### config.mk
export PLATFORM = sky130hd
export DESIGN_NAME = camera_exposure_seq_flat
export DESIGN_NICKNAME = d
export VERILOG_FILES = /design/src/rtl/camera_exposure_seq_pkg.sv /design/src/rtl/camera_exposure_seq_if.sv /design/src/rtl/camera_exposure_seq_readout.sv /design/src/rtl/camera_exposure_seq.sv /design/src/flat_wrapper.sv
export SDC_FILE = /design/constraint.sdc
export NUM_CORES = 1
export LEC_CHECK = 0
export ABC_AREA = 1
export CAP_MARGIN = 30
export CORE_UTILIZATION = 30
export DETAILED_ROUTE_END_ITERATION = 8
export PLACE_DENSITY_LB_ADDON = 0.2
export SETUP_SLACK_MARGIN = 0.4
export SLEW_MARGIN = 25
export SYNTH_ARGS = -nofsm -noshare
export SYNTH_HDL_FRONTEND = slang
export SYNTH_SLANG_ARGS = --single-unit
### constraint.sdc
create_clock -name clk -period 2.35 [get_ports clk]
set_clock_uncertainty 0.2 [all_clocks]
set_input_delay 0.3525 -clock clk [delete_from_list [all_inputs] [get_ports clk]]
set_output_delay 0.3525 -clock clk [all_outputs]
set_load 0.02 [all_outputs]
### src/rtl/camera_exposure_seq_pkg.sv
// camera_seq_pkg: shared state encoding, readout timing constants and exposure clamp
package camera_seq_pkg;
  typedef enum logic [1:0] {S_IDLE, S_EXPOSE, S_READ} seq_state_t;
  localparam int READ_STEPS = 4;
  localparam int ADC_STEP = 1;
  function automatic int unsigned clamp(input int unsigned v, input int unsigned lo, input int unsigned hi);
    return v < lo ? lo : (v > hi ? hi : v);
  endfunction
endpackage

### src/rtl/camera_exposure_seq_if.sv
// camera_exposure_seq_if: control/pixel-array bus of the exposure sequencer; CAMERA_SEQ_CONTINUOUS_EN adds cont
interface camera_exposure_seq_if #(parameter int EXP_W = 5, parameter int ROWS = 2);
  logic             init;
  logic [EXP_W-1:0] EX_time;
`ifdef CAMERA_SEQ_CONTINUOUS_EN
  logic             cont;
`endif
  logic             Erase;
  logic             Expose;
  logic [ROWS-1:0]  NRE;
  logic             ADC;
  logic             ex_lock;
  logic             done;
`ifdef CAMERA_SEQ_CONTINUOUS_EN
  modport master (output init, EX_time, cont, input Erase, Expose, NRE, ADC, ex_lock, done);
  modport slave  (input init, EX_time, cont, output Erase, Expose, NRE, ADC, ex_lock, done);
`else
  modport master (output init, EX_time, input Erase, Expose, NRE, ADC, ex_lock, done);
  modport slave  (input init, EX_time, output Erase, Expose, NRE, ADC, ex_lock, done);
`endif
endinterface

### src/rtl/camera_exposure_seq_readout.sv
// readout_seq: row/step counter producing active-low row enables and one ADC strobe per row
module readout_seq
  import camera_seq_pkg::*;
#(
  parameter int ROWS = 2
) (
  input  logic            clk,
  input  logic            reset,
  input  logic            start,
  output logic [ROWS-1:0] NRE,
  output logic            ADC,
  output logic            last
);
  localparam int RW = ROWS > 1 ? $clog2(ROWS) : 1;
  localparam int SW = $clog2(READ_STEPS);
  logic          r_act;
  logic [RW-1:0] r_row;
  logic [SW-1:0] r_step;
  logic          w_row_end;
  assign w_row_end = r_step == SW'(READ_STEPS - 1);
  assign last      = r_act && w_row_end && r_row == RW'(ROWS - 1);
  assign ADC       = r_act && r_step == SW'(ADC_STEP);
  assign NRE       = ~((r_act && !w_row_end) ? ROWS'(1) << r_row : ROWS'(0));
  // walk rows 0..ROWS-1, READ_STEPS steps each; the final step of a row releases its enable
  always_ff @(posedge clk or negedge reset) begin
    if (!reset) begin
      r_act  <= 1'b0;
      r_row  <= '0;
      r_step <= '0;
    end else if (start) begin
      r_act  <= 1'b1;
      r_row  <= '0;
      r_step <= '0;
    end else if (r_act) begin
      r_step <= w_row_end ? '0 : r_step + SW'(1);
      if (w_row_end) begin
        r_row <= r_row + RW'(1);
        if (last) r_act <= 1'b0;
      end
    end
  end
endmodule

### src/rtl/camera_exposure_seq.sv
// camera_exposure_seq: erase/expose/readout sequencer for the pixel array; CAMERA_SEQ_CONTINUOUS_EN enables back-to-back frames
module camera_exposure_seq
  import camera_seq_pkg::*;
#(
  parameter int unsigned EXP_W   = 5,
  parameter int unsigned EXP_MIN = 2,
  parameter int unsigned EXP_MAX = 30,
  parameter int unsigned ROWS    = 2
) (
  input logic                   clk,
  input logic                   reset,
  camera_exposure_seq_if.slave  bus
);
  seq_state_t       r_state;
  logic [EXP_W-1:0] r_cnt;
  logic [EXP_W-1:0] w_n;
  logic             w_start;
  logic             w_last;
  logic             w_cont;
  logic [ROWS-1:0]  w_nre;
  logic             w_adc;
  assign w_n     = EXP_W'(clamp(32'(bus.EX_time), EXP_MIN, EXP_MAX));
  assign w_start = r_state == S_EXPOSE && r_cnt == '0;
`ifdef CAMERA_SEQ_CONTINUOUS_EN
  assign w_cont  = bus.cont;
`else
  assign w_cont  = 1'b0;
`endif
  // sequencer: exposure length is latched on entry, later EX_time/init changes only matter in IDLE or the done cycle
  always_ff @(posedge clk or negedge reset) begin
    if (!reset) begin
      r_state <= S_IDLE;
      r_cnt   <= '0;
    end else begin
      case (r_state)
        S_IDLE: if (bus.init) begin
          r_state <= S_EXPOSE;
          r_cnt   <= w_n - EXP_W'(1);
        end
        S_EXPOSE: begin
          r_state <= w_start ? S_READ : S_EXPOSE;
          r_cnt   <= w_start ? r_cnt : r_cnt - EXP_W'(1);
        end
        S_READ: if (w_last) begin
          r_state <= w_cont ? S_EXPOSE : S_IDLE;
          r_cnt   <= w_n - EXP_W'(1);
        end
        default: r_state <= S_IDLE;
      endcase
    end
  end
  readout_seq #(.ROWS(ROWS)) u_readout (
    .clk   (clk),
    .reset (reset),
    .start (w_start),
    .NRE   (w_nre),
    .ADC   (w_adc),
    .last  (w_last)
  );
  assign bus.Erase   = r_state == S_IDLE;
  assign bus.Expose  = r_state == S_EXPOSE;
  assign bus.ex_lock = r_state != S_IDLE;
  assign bus.done    = r_state == S_READ && w_last;
  assign bus.NRE     = w_nre;
  assign bus.ADC     = w_adc;
endmodule
### src/flat_wrapper.sv
// flat-port wrapper written by rule: the top's interface ports become plain ports
module camera_exposure_seq_flat import camera_seq_pkg::*;
#(
  parameter int unsigned EXP_W   = 5,
  parameter int unsigned EXP_MIN = 2,
  parameter int unsigned EXP_MAX = 30,
  parameter int unsigned ROWS    = 2
)
  (clk, reset, bus_init, bus_EX_time, bus_Erase, bus_Expose, bus_NRE, bus_ADC, bus_ex_lock, bus_done);
  camera_exposure_seq_if #(.EXP_W(EXP_W), .ROWS(ROWS)) bus_i ();
  input logic clk;
  input logic reset;
  input wire logic [$bits(bus_i.init)-1:0] bus_init;
  input wire logic [$bits(bus_i.EX_time)-1:0] bus_EX_time;
  output wire logic [$bits(bus_i.Erase)-1:0] bus_Erase;
  output wire logic [$bits(bus_i.Expose)-1:0] bus_Expose;
  output wire logic [$bits(bus_i.NRE)-1:0] bus_NRE;
  output wire logic [$bits(bus_i.ADC)-1:0] bus_ADC;
  output wire logic [$bits(bus_i.ex_lock)-1:0] bus_ex_lock;
  output wire logic [$bits(bus_i.done)-1:0] bus_done;
  assign bus_i.init = bus_init;
  assign bus_i.EX_time = bus_EX_time;
  assign bus_Erase = bus_i.Erase;
  assign bus_Expose = bus_i.Expose;
  assign bus_NRE = bus_i.NRE;
  assign bus_ADC = bus_i.ADC;
  assign bus_ex_lock = bus_i.ex_lock;
  assign bus_done = bus_i.done;
  camera_exposure_seq #(.EXP_W(EXP_W), .EXP_MIN(EXP_MIN), .EXP_MAX(EXP_MAX), .ROWS(ROWS)) u_core (.clk(clk), .reset(reset), .bus(bus_i));
endmodule
# Yosys cells after proc, flatten, opt, wreduce, memory -nomap -nowiden
# Index checks and enable logic that the tools add are counted.
[word_totals] register_bits=11 output_inout_bits=7 elab_cells=57
[classes] n_addsub=4 order_cmp=2 n_eq_ne=7 shift=1 n_mux=21 bitwise=1 reduce_logical=16
[op_table] cell="5-bit two-way mux" count=5
[op_table] cell="5-bit one-hot mux with 3 select lines" count=1
[op_table] cell="2-bit two-way mux" count=7
[op_table] cell="5-bit by 1-bit subtractor with 5-bit output, second input constant" count=2
[op_table] cell="1-bit two-way mux" count=7
[op_table] cell="1-bit logical AND" count=6
[op_table] cell="2-bit one-hot mux with 3 select lines" count=1
[op_table] cell="2-bit nonzero test" count=3
[op_table] cell="5-bit greater-than comparator, second input constant" count=1
[op_table] cell="5-bit zero test" count=1
[op_table] cell="5-bit by 2-bit less-than comparator with 1-bit output, second input constant" count=1
[op_table] cell="2-bit by 1-bit == test with 1-bit output, second input constant" count=2
[op_table] cell="2-bit == test, second input constant" count=2
[op_table] cell="2-bit != test, second input constant" count=2
[op_table] cell="2-bit AND reduction" count=2
[op_table] cell="4-bit AND reduction" count=1
[op_table] cell="3-bit nonzero test" count=1
[op_table] cell="2-bit by 1-bit adder with 2-bit output, second input constant" count=1
[op_table] cell="2-bit zero test" count=1
[op_table] cell="2-bit by 1-bit != test with 1-bit output, second input constant" count=1
[op_table] cell="2-bit inverter" count=1
[op_table] cell="1-bit by 1-bit << shifter with 2-bit output, first input constant" count=1
[op_table] cell="1-bit adder, second input constant" count=1
[op_table] cell="1-bit zero test" count=1

# Depth between registers and ports, before layout
[logic_depth] word_depth=7 depth_mapped=13 mapped_depth_nobuf=13

# Cells and area by module
# A second synthesis with hierarchy kept.
[hier_totals] cells_unflattened=107 area_unflattened_um2=732.0
[modules_own_cells] module="camera_exposure_seq" n_inst=1 cells_each=77 area_per_inst_um2=488.0
[modules_own_cells] module="readout_seq" n_inst=1 cells_each=30 area_per_inst_um2=244.0

# Least setup slack after synthesis
# No wires, ideal clock.
[synth_path] kind="reg2reg" startpoint="reg u_core.r_state[0]" endpoint="reg u_core.r_cnt[2]" arrival_time_ns=1.494 slack_ns=0.530 stages_incl_launch_ff=8 n_path_buf=0 synth_period_minus_slack_ns=1.820 path_cell_list="dfrtp_1 -> nor2_1 -> inv_2 -> or2_4 -> nand4_4 -> inv_2 -> o21ai_0 -> o21ai_1"
[synth_lines] item="start, declared" line="camera_exposure_seq.sv:14" rtl="seq_state_t r_state;"
[synth_lines] item="start signal, assigned" line="camera_exposure_seq.sv:41" rtl="r_state <= w_start ? S_READ : S_EXPOSE;"
[synth_lines] item="start signal, assigned" line="camera_exposure_seq.sv:45" rtl="r_state <= w_cont ? S_EXPOSE : S_IDLE;"
[synth_lines] item="2-bit zero test (*)"
[synth_lines] item="via bus_Erase" line="flat_wrapper.sv:15" rtl="output wire logic [$bits(bus_i.Erase)-1:0] bus_Erase;"
[synth_lines] item="2-bit != test (no source line) or 3-bit nonzero test (tied branches)"
[synth_lines] item="4-bit AND reduction (no source line)"
[synth_lines] item="end signal, assigned" line="camera_exposure_seq.sv:38" rtl="r_cnt <= w_n - EXP_W'(1);"
[synth_lines] item="end signal, assigned" line="camera_exposure_seq.sv:42" rtl="r_cnt <= w_start ? r_cnt : r_cnt - EXP_W'(1);"
[synth_lines] item="end signal, assigned" line="camera_exposure_seq.sv:46" rtl="r_cnt <= w_n - EXP_W'(1);"
[synth_lines] item="end, declared" line="camera_exposure_seq.sv:15" rtl="logic [EXP_W-1:0] r_cnt;"
# Mark *: on every way through the listed nets, which the timed path passes. The rest lies on a longest branch.
# A chain may end at the register's enable or synchronous reset.

# Final worst setup path
[layout_path] startpoint="reg u_core.r_state[1]" endpoint="out bus_Expose"
[layout_between] elab_chain_len=1
[layout_lines] item="2-bit by 1-bit == test with 1-bit output" line="camera_exposure_seq.sv:61" rtl="assign bus.Expose = r_state == S_EXPOSE;"
[layout_lines] item="end, declared" line="flat_wrapper.sv:16" rtl="output wire logic [$bits(bus_i.Expose)-1:0] bus_Expose;"
# Every way passes these cells.

==> impl_metrics.csv <==
group,metric,value,unit
outcome,status,"finished, final reports clean",
layout,final_layout_size_suffix_gt1_share,19.2,%
synthesis,synth.distinct_cells,23,
floorplanning,core.rowCount,17,
synthesis,netlist.area_leader.share,37.0,%
critical_path,start_kind,"flip-flop",
cts,clk_path_buf_depth,2,
floorplanning,die_h,51.8,um
cts,cts-root-buf,"clkbuf_4",
cts,clock_latency,0.27,ns
synthesis,yosys.area.top_type,"dfrtp_1",
placed_design,dpl.hpwl,1210,um
power_and_ir_drop,total_leakage_power,0.000496,uW
critical_path,critPathLaunch,"u_core.r_state[1]$_DFFE_PN0P_",
route,wl_per_cell,10.3,um
power_and_ir_drop,pwr_density_cell,1280,nW/um2
timing,slew_viol_final,0,
synthesis,syn_inst,102,
cts,cts_tree,"built",
timing,fin_crit_sh,78.7,%
run,cap_violations,0,
cts,numCtsBuffers,3,
critical_path,critPathRequiredTime,1.80,ns
layout,area_growth,27.9,%
critical_path,r2r_start,"u_core.r_state[1]$_DFFE_PN0P_",
synthesis,yosysWarningCount,0,
placed_design,port_buffers,14,
critical_path,end_kind,"output pin",
power_and_ir_drop,totalPowerFinal,1220,uW
global_routing,gr-usage-all-layers,13.2,%
synthesis,synthesis.nets,113,
global_routing,grt_max_degree,12,
hold_path,min_path_type,"in2async",
floorplanning,die_area,2680,um2
timing,slew_headroom,66.1,%
floorplanning,initial_utilization,32.7,%
timing,worst_pin_slew,0.507,ns
power_and_ir_drop,vdd_ir_drop_max,0.563,mV
global_routing,grt_pass1_wl,2620,um
cts,htree_levels,1,
timing,fin_ws,0.500,ns
timing,hold_viol,0,
floorplanning,die_x,51.8,um
placed_design,preCtsSetupSlack,0.176,ns
floorplanning,pin_count,15,
global_routing,grt_pass1_vias,637,
timing,setup_tns,0,ns
synthesis,synth_area,744,um2
synthesis,ys_top_cells_by_area,"dfrtp_1, nand2_1, inv_1, nand3_1, ha_1",
route,first_iter_violations,8,
cts,clk_pin_slew,0.07,ns
floorplanning,core_area,2280,um2
timing,fmax,0.541,GHz
cts,cts.sinks,11,
synthesis,yosysSeqAreaShare,37.0,%
critical_path,worstPathMaxFanout,7,
critical_path,cp_data_arrival_time,1.30,ns
route,route.vias.total,685,
timing,setup_violations,0,
synthesis,ys_ff_latch,11,
route,drt_first_pass_iters,2,
critical_path,criticalPathCategory,"reg2out",
route,routed_wl,1520,um
global_routing,globalRouteOverflowTotal,0,
timing,min_period,1.85,ns
route,avgViaCountPerCell,4.63,
layout,final_net_count,132,
route,drc_errors,0,
layout,antennaDiodeCount,0,
placed_design,routabilityCongestion,0.870,
global_routing,antenna_found_initial,0,
timing,timing.hold.ws,0.220,ns
synthesis,syn_avg_cell_area,7.30,um2
timing,rsz0062_at_grt,"yes",
cts,postCtsSetupBuffers,0,
route,postRouteAntennaNets,0,
[stage by stage]
step                      util (%)  cell area, um2  std cells
after floorplan                  -             744        102
after global placement        40.4             920        144
after detailed placement      40.4             920        144
after CTS                     41.5             943        148
after global routing          41.8             952        148
final                         41.8             952        148
[worst paths after layout]
path | to | slack [ns] | cells after the start
worst max register to register | u_core.r_cnt[4]$_DFFE_PN0P_ | 0.53 | 10
min in group clk | u_core.r_cnt[3]$_DFFE_PN0P_ | 0.32 | 2
max in group asynchronous | u_core.r_state[0]$_DFFE_PN0P_ | 1.36 | 1
worst max-delay path | bus_Expose | 0.50 | 4
worst min-delay path | u_core.u_readout.r_row$_DFFE_PN0P_ | 0.22 | 1
worst min register to register | u_core.r_cnt[3]$_DFFE_PN0P_ | 0.32 | 2
[critical path, stage by stage, from the launching register on]
cell	delay, ns
dfrtp_2	0.47
inv_4	0.10
nand2_4	0.07
inv_1	0.09
clkdlybuf4s15_1	0.30
[area by class of cell]
class                   count  area, um2
fillers                   243       1320
inverters                  21       81.3
flip-flops and latches     11        278
repair buffers             14        131
multi-input cells          70        400
well taps                  28       35.0
clock buffers               4       26.3
[routing by layer]
layer | vias to the layer above | global-route usage (%) | routed length, um
li1 | 357 | - | -
met1 | 319 | 16.4 | 725
met2 | 9 | 22.3 | 726
met3 | 0 | 5.26 | 69
met4 | 0 | 1.35 | 0
met5 | - | 0 | 0
[cell usage after synthesis, drive strengths merged]
library cell / instances
a21oi: 5
dfrtp: 11
ha: 3
inv: 21
nand2: 27
nand3: 9
nand3b: 2
nand4: 2
nor2: 6
nor3: 4
o21ai: 7
o31ai: 1
or2: 4
[cell families after synthesis]
group / synth area share [%]
flip-flops: 37.0
AND/OR/NAND/NOR: 37.8
buffers and inverters: 10.6
adder cells (fa/ha/maj): 5.04
AO/OA/AOI/OAI: 9.58
[where the power goes]
part	switching, uW	internal [uW]
registers	97.0	289
logic	422	282
clock network	61.5	65.7
[registers in the layout, indices dropped and copies added (netlist names)]
| signal | count |
|---|---|
| u_core.r_cnt | 5 |
| u_core.r_state | 2 |
| u_core.u_readout.r_step | 2 |
| u_core.u_readout.r_act | 1 |
| u_core.u_readout.r_row | 1 |
[cell usage in the layout (no fill, tap or decap), types with 2 or more instances in the layout]
cell type        count
or2_1                2
nand3_1              9
dlygate4sd2_1        3
dfrtp_1              9
nand3b_1             2
ha_1                 2
nor2_1               4
o21ai_0              5
inv_1               17
nor3_2               2
nand2_1             25
dlymetal6s2s_1       3
clkbuf_4             3
inv_2                3
clkdlybuf4s50_1      4
a21oi_1              4
dfrtp_2              2
nor3_1               2
o21ai_1              2
[repair_timing]
item	CTS	global route
setup endpoints to repair	7	6
pin swaps	0	1
hold buffers	0	0
gates resized for setup	12	16
(Power assumes the default switching activity.)
